## config.mk

```make
export PLATFORM = sky130hd
export DESIGN_NAME = logic_unit_pipe
export DESIGN_NICKNAME = d
export VERILOG_FILES = /design/src/rtl/logic_unit_pipe.sv
export SDC_FILE = /design/constraint.sdc
export NUM_CORES = 1
export LEC_CHECK = 0
export ABC_AREA = 1
export BUFFER_PORTS_ARGS = -buffer_cell sky130_fd_sc_hd__buf_2
export CORE_ASPECT_RATIO = 1.1
export CORE_UTILIZATION = 30
export CTS_CLUSTER_DIAMETER = 100
export CTS_CLUSTER_SIZE = 20
export DETAILED_ROUTE_END_ITERATION = 10
export SLEW_MARGIN = 20
export SYNTH_ARGS = -nofsm -noshare
export SYNTH_HDL_FRONTEND = slang
export SYNTH_SLANG_ARGS = --single-unit
```

## constraint.sdc

```tcl
create_clock -name clk -period 2.5 [get_ports clk]
set_clock_uncertainty 0.2 [all_clocks]
set_input_delay 0 -clock clk [delete_from_list [all_inputs] [get_ports clk]]
set_output_delay 0 -clock clk [all_outputs]
set_load 0.02 [all_outputs]
```

## src/rtl/logic_unit_pipe.sv

```systemverilog
// Registered bitwise logic stage: eight operations on WIDTH-bit operands with an
// optional accumulator as first operand, results queued in a 2-entry valid/ready buffer.
module logic_unit_pipe #(
  parameter int WIDTH = 8
) (
  input  logic             clk,
  input  logic             rst_n,
  input  logic             in_valid,
  output logic             in_ready,
  input  logic [2:0]       op,
  input  logic             acc_en,
  input  logic             acc_clr,
  input  logic [WIDTH-1:0] a,
  input  logic [WIDTH-1:0] b,
  output logic             out_valid,
  input  logic             out_ready,
  output logic [WIDTH-1:0] result,
  output logic             zero,
  output logic             ones,
  output logic             parity
);

  localparam int EW = WIDTH + 3;

  typedef enum logic [2:0] {
    OP_AND  = 3'd0,
    OP_OR   = 3'd1,
    OP_XOR  = 3'd2,
    OP_NAND = 3'd3,
    OP_NOR  = 3'd4,
    OP_XNOR = 3'd5,
    OP_ANDN = 3'd6,
    OP_PASS = 3'd7
  } op_e;

  logic [EW-1:0]    mem [2];
  logic             wr_ptr;
  logic             rd_ptr;
  logic [1:0]       count;
  logic [WIDTH-1:0] acc;
  logic [WIDTH-1:0] acc_eff;
  logic [WIDTH-1:0] x;
  logic [WIDTH-1:0] res;
  logic [EW-1:0]    entry;
  logic [EW-1:0]    head;
  logic [EW-1:0]    head_next;
  logic             push;
  logic             pop;

  assign in_ready  = (count != 2'd2);
  assign out_valid = (count != 2'd0);
  assign push      = in_valid && in_ready;
  assign pop       = out_valid && out_ready;

  assign acc_eff = acc_clr ? '0 : acc;
  assign x       = acc_en ? acc_eff : a;

  always_comb begin
    res = '0;
    case (op_e'(op))
      OP_AND:  res = x & b;
      OP_OR:   res = x | b;
      OP_XOR:  res = x ^ b;
      OP_NAND: res = ~(x & b);
      OP_NOR:  res = ~(x | b);
      OP_XNOR: res = ~(x ^ b);
      OP_ANDN: res = x & ~b;
      OP_PASS: res = x;
      default: res = '0;
    endcase
  end

  // Entry layout: {parity, ones, zero, result}; flags are frozen at accept time.
  assign entry = {^res, &res, ~|res, res};

  // The head is kept in its own register so that an emptied buffer keeps
  // presenting the last result instead of a stale slot behind the read pointer.
  always_comb begin
    head_next = head;
    if (count == 2'd0) begin
      if (push) head_next = entry;
    end else if (pop) begin
      if (count == 2'd2)  head_next = mem[~rd_ptr];
      else if (push)      head_next = entry;
    end
  end

  always_ff @(posedge clk or negedge rst_n) begin
    if (!rst_n) begin
      mem[0] <= '0;
      mem[1] <= '0;
      wr_ptr <= 1'b0;
      rd_ptr <= 1'b0;
      count  <= 2'd0;
      head   <= {1'b0, 1'b0, 1'b1, {WIDTH{1'b0}}};
    end else begin
      if (push) begin
        mem[wr_ptr] <= entry;
        wr_ptr      <= ~wr_ptr;
      end
      if (pop) rd_ptr <= ~rd_ptr;
      case ({push, pop})
        2'b10:   count <= count + 2'd1;
        2'b01:   count <= count - 2'd1;
        default: count <= count;
      endcase
      head <= head_next;
    end
  end

  always_ff @(posedge clk or negedge rst_n) begin
    if (!rst_n)       acc <= '0;
    else if (push)    acc <= res;
    else if (acc_clr) acc <= '0;
  end

  assign result = head[WIDTH-1:0];
  assign zero   = head[WIDTH];
  assign ones   = head[WIDTH+1];
  assign parity = head[WIDTH+2];

endmodule
```

; Yosys cells after proc, flatten, opt, wreduce, memory -nomap -nowiden
; Cells that the tools add are included.
[word_totals]
reg_bits = 45
inputBits = 25
word_cells = 62
[op_classes]
n_addsub = 2
n_lt_le_gt_ge = 3
n_eq_ne = 11
muxes = 15
bitwise = 12
reduce_logical = 12
[op_table]
columns = cell, count
row1 = 11-bit two-way mux, 8
row2 = 8-bit case mux with 8 select lines, 1
row3 = 8-bit NOT, 4
row4 = 8-bit two-way mux, 3
row5 = 22-bit bitwise mux, 1
row6 = 8-bit AND, 2
row7 = 3-bit equality test (second input constant), 4
row8 = 11-bit demux with 1-bit select, 1
row9 = 8-bit bitwise OR, 1
row10 = 8-bit AND reduction, 1
row11 = 8-bit OR reduction, 1
row12 = 8-bit parity, 1
row13 = 8-bit XOR, 1
row14 = 3-bit by 2-bit equality test with 1-bit output (second input constant), 2
row15 = 2-bit nonzero test, 3
row16 = 2-bit equality test (second input constant), 2
row17 = 2-bit greater-or-equal comparator (second input constant), 2
row18 = 1-bit NOT with 2-bit output, 2
row19 = 2-bit case mux with 2 select lines, 1
row20 = 3-bit by 1-bit equality test with 1-bit output (second input constant), 1
row21 = 1-bit logical AND, 3
row22 = 3-bit logical NOT, 1
row23 = 2-bit by 1-bit adder with 2-bit output (second input constant), 1
row24 = 2-bit by 1-bit equality test with 1-bit output (second input constant), 1
row25 = 6 further kinds, 7

; Logic depth before layout (Yosys ltp)
; Gate-level depths: netlist (run 1).
[depth]
depth_word = 11
depth_mapped = 19
depth_no_buf = 18

; Least setup slack after synthesis (run 1)
; Ideal clock, no wire load.
[synth_path]
path_type = in2reg
start = in acc_clr
end = reg head[10]
setup_ns = 0.066
arrival_time_ns = 2.151
setup_slack_ns = 0.083
path_stages = 17
n_path_buf = 1
cell_sequence = inv_1 > clkbuf_1 > nand3_1 > nand2_1 > ha_1 > nand4_1 > nand2_1 > nor2_1 > nand3_1 > inv_1 > ha_1 > xnor2_1 > xnor2_1 > nand2_1 > nand2_1 > nand2_1 > nand2_1
[synth_via]
elab_chain_len = 10
elab_cells_between_ends = 15
[synth_lines]
columns = item, line
row1 = start: declaration, 12  ; input logic acc_clr,
row2 = 8-bit two-way mux (*), n/a
row3 = 8-bit two-way mux (*), 56  ; assign x = acc_en ? acc_eff : a;
row4 = 8-bit XOR (tied with other cells), "63, 66"
row5 = 8-bit NOT (on tied branches), "66, 64, 65"
row6 = 8-bit case mux with 8 select lines (*), 60  ; case (op_e'(op))
row7 = via entry[6], 44  ; logic [EW-1:0] entry;
row8 = 8-bit parity (*), 74  ; assign entry = {^res, &res, ~|res, res};
row9 = 11-bit two-way mux (*), "81, 84"
row10 = 11-bit two-way mux, 83  ; if (count == 2'd2) head_next = mem[~rd_ptr];
row11 = 11-bit two-way mux, 82  ; end else if (pop) begin
row12 = 11-bit two-way mux (*), 80  ; if (count == 2'd0) begin
row13 = end signal: assignment, 95  ; head <= {1'b0, 1'b0, 1'b1, {WIDTH{1'b0}}};
row14 = end signal: assignment, 107  ; head <= head_next;
row15 = end: declaration, 45  ; logic [EW-1:0] head;
; The timed path passes the listed nets; every way through them passes the cells marked *. The select of a mux whose other input is x is not followed.
; A chain may end at the register's enable or synchronous reset.

; Final worst setup path (run 1)
[layout_path]
start = reg acc[4]
end = reg mem[10] (netlist name)
[layout_via]
elab_chain_len = 7
elab_cells_between_ends = 12
[layout_lines]
columns = item, line
row1 = start: declaration, 40  ; logic [WIDTH-1:0] acc;
row2 = start signal: assignment, 113  ; else if (push) acc <= res;
row3 = 8-bit two-way mux (*), n/a
row4 = 8-bit two-way mux (*), 56
row5 = 8-bit XOR (tied with other cells), "63, 66"
row6 = 8-bit NOT (on tied branches), "66, 64, 65"
row7 = 8-bit case mux with 8 select lines (*), 60
row8 = via entry[4], 44
row9 = 8-bit parity (*), 74
row10 = 22-bit bitwise mux (*), 98  ; mem[wr_ptr] <= entry;
row11 = end signal: indexed assignment, 98
row12 = end: declaration, 36  ; logic [EW-1:0] mem [2];
; The timed path passes the listed nets; every way through them passes the cells marked *.

==> results of run 1 <==
## worst max-delay path by stage
stage,endpoint
6_report,mem[10]$_DFFE_PN0P_
5_1_grt,mem[10]$_DFFE_PN0P_
4_1_cts,head[10]$_DFFE_PN0P_
3_5_place_dp,head[10]$_DFFE_PN0P_
3_3_place_gp,head[10]$_DFFE_PN0P_
2_1_floorplan,head[10]$_DFFE_PN0P_
## worst reg2reg max path: cells and delay by family, from the launching register on
kind                     cells  cell delay [ps]
AND/OR/NAND/NOR              7              770
flip-flops                   1              370
buffers and inverters        3              280
adder cells (fa/ha/maj)      2              390
AO/OA/AOI/OAI                1               60
XOR/XNOR                     2              340
## power groups by stage
stage	Combinational (uW)	Sequential, uW	Clock (uW)
final	1890	1250	768
after global routing	2120	1290	813
after CTS	1700	1250	780
after detailed placement	1650	1260	0
after global placement	1630	1250	0
after floorplan	1030	1300	0
## Yosys cell counts, types with 2 or more instances
| library cell | instances | area [um^2] |
|---|---|---|
| a211oi_1 | 7 | 52.6 |
| a21oi_1 | 24 | 120 |
| buf_2 | 5 | 25.0 |
| buf_4 | 2 | 15.0 |
| clkbuf_1 | 9 | 33.8 |
| dfrtp_1 | 44 | 1100 |
| ha_1 | 33 | 413 |
| inv_1 | 54 | 203 |
| inv_2 | 7 | 26.3 |
| nand2_1 | 159 | 597 |
| nand3_1 | 46 | 230 |
| nand3_2 | 3 | 30.0 |
| nand3b_1 | 2 | 15.0 |
| nand4_1 | 25 | 156 |
| nor2_1 | 29 | 109 |
| nor2_4 | 4 | 45.0 |
| o21ai_0 | 13 | 65.1 |
| o21ai_1 | 8 | 40.0 |
| xnor2_1 | 3 | 26.3 |
| xor2_1 | 3 | 26.3 |
## stage by stage
stage               TNS, ps  setup slack (ps)  hold WS [ps]  instance area (um^2)
floorplan                 0              83.1          -496                  3400
global placement       -317              -156          42.0                  3990
detailed placement     -226              -136          43.7                  3990
CTS                   -51.3             -51.3          57.1                  4290
global route           -462              -136           124                  4650
finish                    0              41.6          64.4                  4650
## flip-flops by register name, indices dropped and copies added, names as in the netlist
name,flops
mem,22
rd_ptr,1
wr_ptr,1
acc,8
head,11
count,2
## area by class of cell
type | instances | share of cell area [%]
multi-input combinational | 363 | 50.2
timing repair buffer | 91 | 12.9
inverter | 61 | 4.93
clock buffer | 7 | 3.07
clock inverter | 1 | 0.646
tap | 147 | 3.96
sequential | 45 | 24.3
## per-layer routing
layer,up-vias,track usage (%),wire [um]
met5,-,0,0
met4,0,4.88,151
met3,14,2.39,481
met2,92,31.5,5200
met1,1632,22.2,4500
li1,1732,-,-
## repair_timing
| action | in CTS | in global routing |
|---|---|---|
| buffers inserted | 1 | 9 |
| pin swaps | 13 | 47 |
| endpoints found under the setup margin | 3 | 7 |
| gates resized for setup | 22 | 64 |
| endpoints found under the hold margin | 51 | 0 |
| hold buffers | 3 | 0 |
| gates cloned | 0 | 0 |
## cells by family after synthesis
logic type / synth area share [%]
adders and majority gates: 12.2
xor gates and xnor gates: 1.55
and+or+nand+nor: 35.5
buffers and inverters: 9.24
AOI/OAI and AO/OA: 8.43
DFF: 33.2
==> impl_metrics.yaml, run 1 <==
run_status:
  status: "complete, no violations"
power:
  p_total_uw: 3910
  pwr-share-seq_pct: 32.0
  combPwrFrac_pct: 48.4
  peakVddDrop_mv: 0.377
  p_leak_uw: 0.00238
  p_clk_share_pct: 19.6
  internal_power_uw: 2280
  power.switching_uw: 1630
  power_density_nw_per_um2: 842
  swShare_pct: 41.7
clocking:
  clock_sinks: 45
  htree_num_levels: 2
  cts_buffers: 5
  cts_buffer_depth: 2
  cts_tree: "yes"
  clk_latency_ps: 280
  cts.clk_slew.worst_paths_ps: 60
  cts_root_buf: "clkbuf_16"
synth:
  synth.avg_cell_area_um2: 6.99
  async_flop_share_pct: 100
  synth_cells: 486
  synth-edff-count: 0
  ys_seq_elements: 45
  synth_nets: 544
  synth.yosys.warnings: 0
  ys_seq_area_share_pct: 33.2
  synth_area_um2: 3400
  synth_cell_type_count: 26
  synth-main-ff-cell: "dfrtp_1"
finish:
  final_cell_mix: "nand2_1, buf_4, inv_1, dfrtp_1, buf_2"
  multiInputGateArea_um2: 2330
  seq_area_um2: 1130
  syn_to_final_growth_pct: 36.7
  fillers: 1106
  final_common_cell: "nand2_1"
  final_core_util_pct: 42.4
  num_antenna_cells: 0
  nets: 625
  layout-drive-gt1-share_pct: 32.7
  finalNonFillerCells: 715
critical_path:
  cp_common_cell: "nand2_2"
  reg2reg_slack_ps: 40
  cp_cell_sequence: "nand3_2, nand2_2, inv_1, ha_2, nand3_1, o21ai_1, nor2_1, nand3_2, inv_2, ha_4, xnor2_4, xnor2_2, buf_4, nand2_2, nand2_2"
  cp-start-kind: "flop"
  required_ps: 2520
  crit_cells: 15
  path_class: "reg2reg"
  critPathLaunch: "acc[4]$_DFF_PN0_"
  cp-end-kind: "flop"
  worstPathArrival_ps: 2480
  rr_startpoint: "acc[4]$_DFF_PN0_"
  cp_slowest_cell: "dfrtp_1"
  max_stage_delay_ps: 370
  reg2reg_depth: 15
  rr_endpoint: "mem[10]$_DFFE_PN0P_"
  cp_max_fo: 3
  crit_family: "simple AND/OR/NAND/NOR gates"
  path_buf_inv: 3
job:
  maxCapViolations: 0
timing:
  hold_viol_final: 0
  relSlewSlack_pct: 60.6
  finalCriticalPeriod_ps: 2460
  grt_setup_unrepaired: "true"
  setup_viol_count_final: 0
  worst_slew_pin_slew_ps: 591
  clock.fmax_mhz: 407
  finalCritPeriodShare_pct: 98.3
  drv_slew: 0
floorplanning:
  start_util_pct: 31.0
  dieArea_um2: 11800
  rows: 40
  die_y_um: 114
  coreArea_um2: 11000
  die_w_um: 103
  io_pins: 38
hold_path:
  hold_class: "in2async"
drt:
  drc_errors: 0
  drt_wl_total_um: 10300
  ant_nets: 0
  drt_iter0_markers: 196
  viasPerCell: 4.85
  vias: 3470
  firstDrtPassIters: 5
  wire_per_inst_um: 14.4
global_routing:
  antenna_found_initial: 0
  grt_pass1_wl_um: 16200
  grt_overflow: 0
  grt_pass1_vias: 3353
  grt_usage_pct: 17.8
  grt_max_degree: 46
place:
  dp_hpwl_um: 7250
  portBuffers: 37
  placed_cells: 694
  place_congestion: 0.820
Power figures use the tool's default switching activity.
==> run 2, diff against run 1 <==
BUFFER_PORTS_ARGS = -buffer_cell sky130_fd_sc_hd__clkbuf_2   (was -buffer_cell sky130_fd_sc_hd__buf_2)
==> impl_metrics.yaml, run 2 (same netlist as run 1, synthesis figures left out) <==
place:
  dp_hpwl_um: 7250
  place_ws_ps: -132
  place_area_um2: 4030
  portBuffers: 37
  place_congestion: 0.832
critical_path:
  cp_max_fo: 3
  cp-start-kind: "flop"
  max_stage_delay_ps: 390
  required_ps: 2520
  cp_common_cell: "nand2_1"
  cp_cell_sequence: "nand3_2, nand2_4, ha_4, inv_2, nand3_2, nand2_2, nor2_4, nand2_2, nor2_4, ha_4, xnor2_4, xnor2_2, nand2_1, nand2_1, nand2_1, nand2_1"
  reg2reg_depth: 16
  worstPathArrival_ps: 2480
  cp-end-kind: "flop"
  path_class: "reg2reg"
  cp_slowest_cell: "dfrtp_1"
global_routing:
  use_met2_pct: 30.2
  grt_pass1_vias: 3341
  grt_overflow: 0
  grt_usage_pct: 17.4
  met1_usage_pct: 22.1
  grt_max_degree: 46
  antenna_found_initial: 0
  met3_usage_pct: 2.21
  grt_pass1_wl_um: 16000
  busiest_layer: "met2"
floorplanning:
  start_util_pct: 31.0
  die_y_um: 114
  io_pins: 38
  rows: 40
  dieArea_um2: 11800
  die_w_um: 103
  coreArea_um2: 11000
drt:
  drt_iter0_markers: 189
  ant_nets: 0
  vias: 3519
  drc_errors: 0
  firstDrtPassIters: 4
  wire_per_inst_um: 14.2
  drt_wl_total_um: 10300
  viasPerCell: 4.87
finish:
  top_regs: "mem (22), head (11), acc (8)"
  largest_reg_flops: 22
  stdcell_area_um2: 4730
  multiInputGateArea_um2: 2350
  fillers: 1127
  num_antenna_cells: 0
  final_cell_mix: "nand2_1, buf_4, dfrtp_1"
  nets: 632
  top_register: "mem"
  seq_area_um2: 1130
  syn_to_final_growth_pct: 39.1
  final_common_cell: "nand2_1"
  layout-drive-gt1-share_pct: 33.9
power:
  peakVddDrop_mv: 0.449
  power_density_nw_per_um2: 823
  p_leak_uw: 0.00242
run_status:
  status: "complete, no violations"
clocking:
  cts_buffer_depth: 2
  htree_num_levels: 2
  cts_tree: "yes"
  clock_sinks: 45
  cts_root_buf: "clkbuf_16"
  clk_latency_ps: 280
  cts.clk_slew.worst_paths_ps: 60
  cts_buffers: 5
timing:
  finalCriticalPeriod_ps: 2460
  worst_slew_pin_slew_ps: 578
  finalCritPeriodShare_pct: 98.3
  grt_setup_unrepaired: "true"
  drv_slew: 0
  hold_viol_final: 0
  setup_ws_ps: 43.1
  setup_viol_count_final: 0
  clock.fmax_mhz: 407
  fin_hold_ws_ps: 53.5
  relSlewSlack_pct: 61.5
hold_path:
  hold_class: "in2reg"
  hold_depth: 5
job:
  maxCapViolations: 0
run 2: timing repair:
item / in CTS / in global routing
pin swaps: 10 / 52
buffers inserted: 8 / 5
hold endpoints to repair: 52 / 0
setup endpoints to repair: 4 / 7
cloned: 0 / 0
hold buffers: 3 / 0
resized for setup: 26 / 65
run 2: area by class of cell:
| type | instances | area share, % |
|---|---|---|
| Inverter | 61 | 4.84 |
| Clock inverter | 1 | 0.635 |
| Multi-Input combinational cell | 363 | 49.7 |
| Clock buffer | 7 | 3.02 |
| Sequential cell | 45 | 23.8 |
| Tap cell | 147 | 3.89 |
| Timing Repair Buffer | 98 | 14.0 |
run 2: where the power goes:
group,internal [uW],switching (uW)
registers,1030,233
logic,740,1120
clock network,499,268
total,2270,1620
run 2: routing by layer:
layer / routed length [um] / vias up / share of wire, %
met5: 0 / - / 0
met4: 184 / 0 / 1.8
met3: 444 / 23 / 4.3
met2: 5120 / 108 / 50
met1: 4510 / 1650 / 44
li1: - / 1738 / -
run 2: worst paths after layout:
| check | start | end | slack (ps) |
|---|---|---|---|
| worst max-delay path | acc[7]$_DFF_PN0_ | head[10]$_DFFE_PN0P_ | 40 |
| worst min-delay path | acc_clr | acc[7]$_DFF_PN0_ | 50 |
| worst min register to register | mem[12]$_DFFE_PN0P_ | mem[12]$_DFFE_PN0P_ | 280 |
| worst max register to register | acc[7]$_DFF_PN0_ | head[10]$_DFFE_PN0P_ | 40 |
| max in group asynchronous | rst_n | mem[4]$_DFFE_PN0P_ | 1560 |
| min in group asynchronous | rst_n | head[1]$_DFFE_PN0P_ | 130 |
run 2: metrics by stage:
step	instances	total power (uW)	utilization, %	setup TNS [ps]
2_1_floorplan	486	2330	-	0
5_1_grt	722	4190	43.1	-97.4
3_5_place_dp	698	2910	36.8	-231
3_3_place_gp	698	2880	36.8	-94.8
4_1_cts	717	3790	40.3	0
6_report	722	3890	43.1	0
run 2: worst max-delay path: cells and delay by family, from the launching register on:
kind / cells / cell delay, ps
AND/OR/NAND/NOR: 11 / 910
adder cells (fa/ha/maj): 2 / 510
flip-flops: 1 / 390
XOR/XNOR: 2 / 350
buffers and inverters: 1 / 40
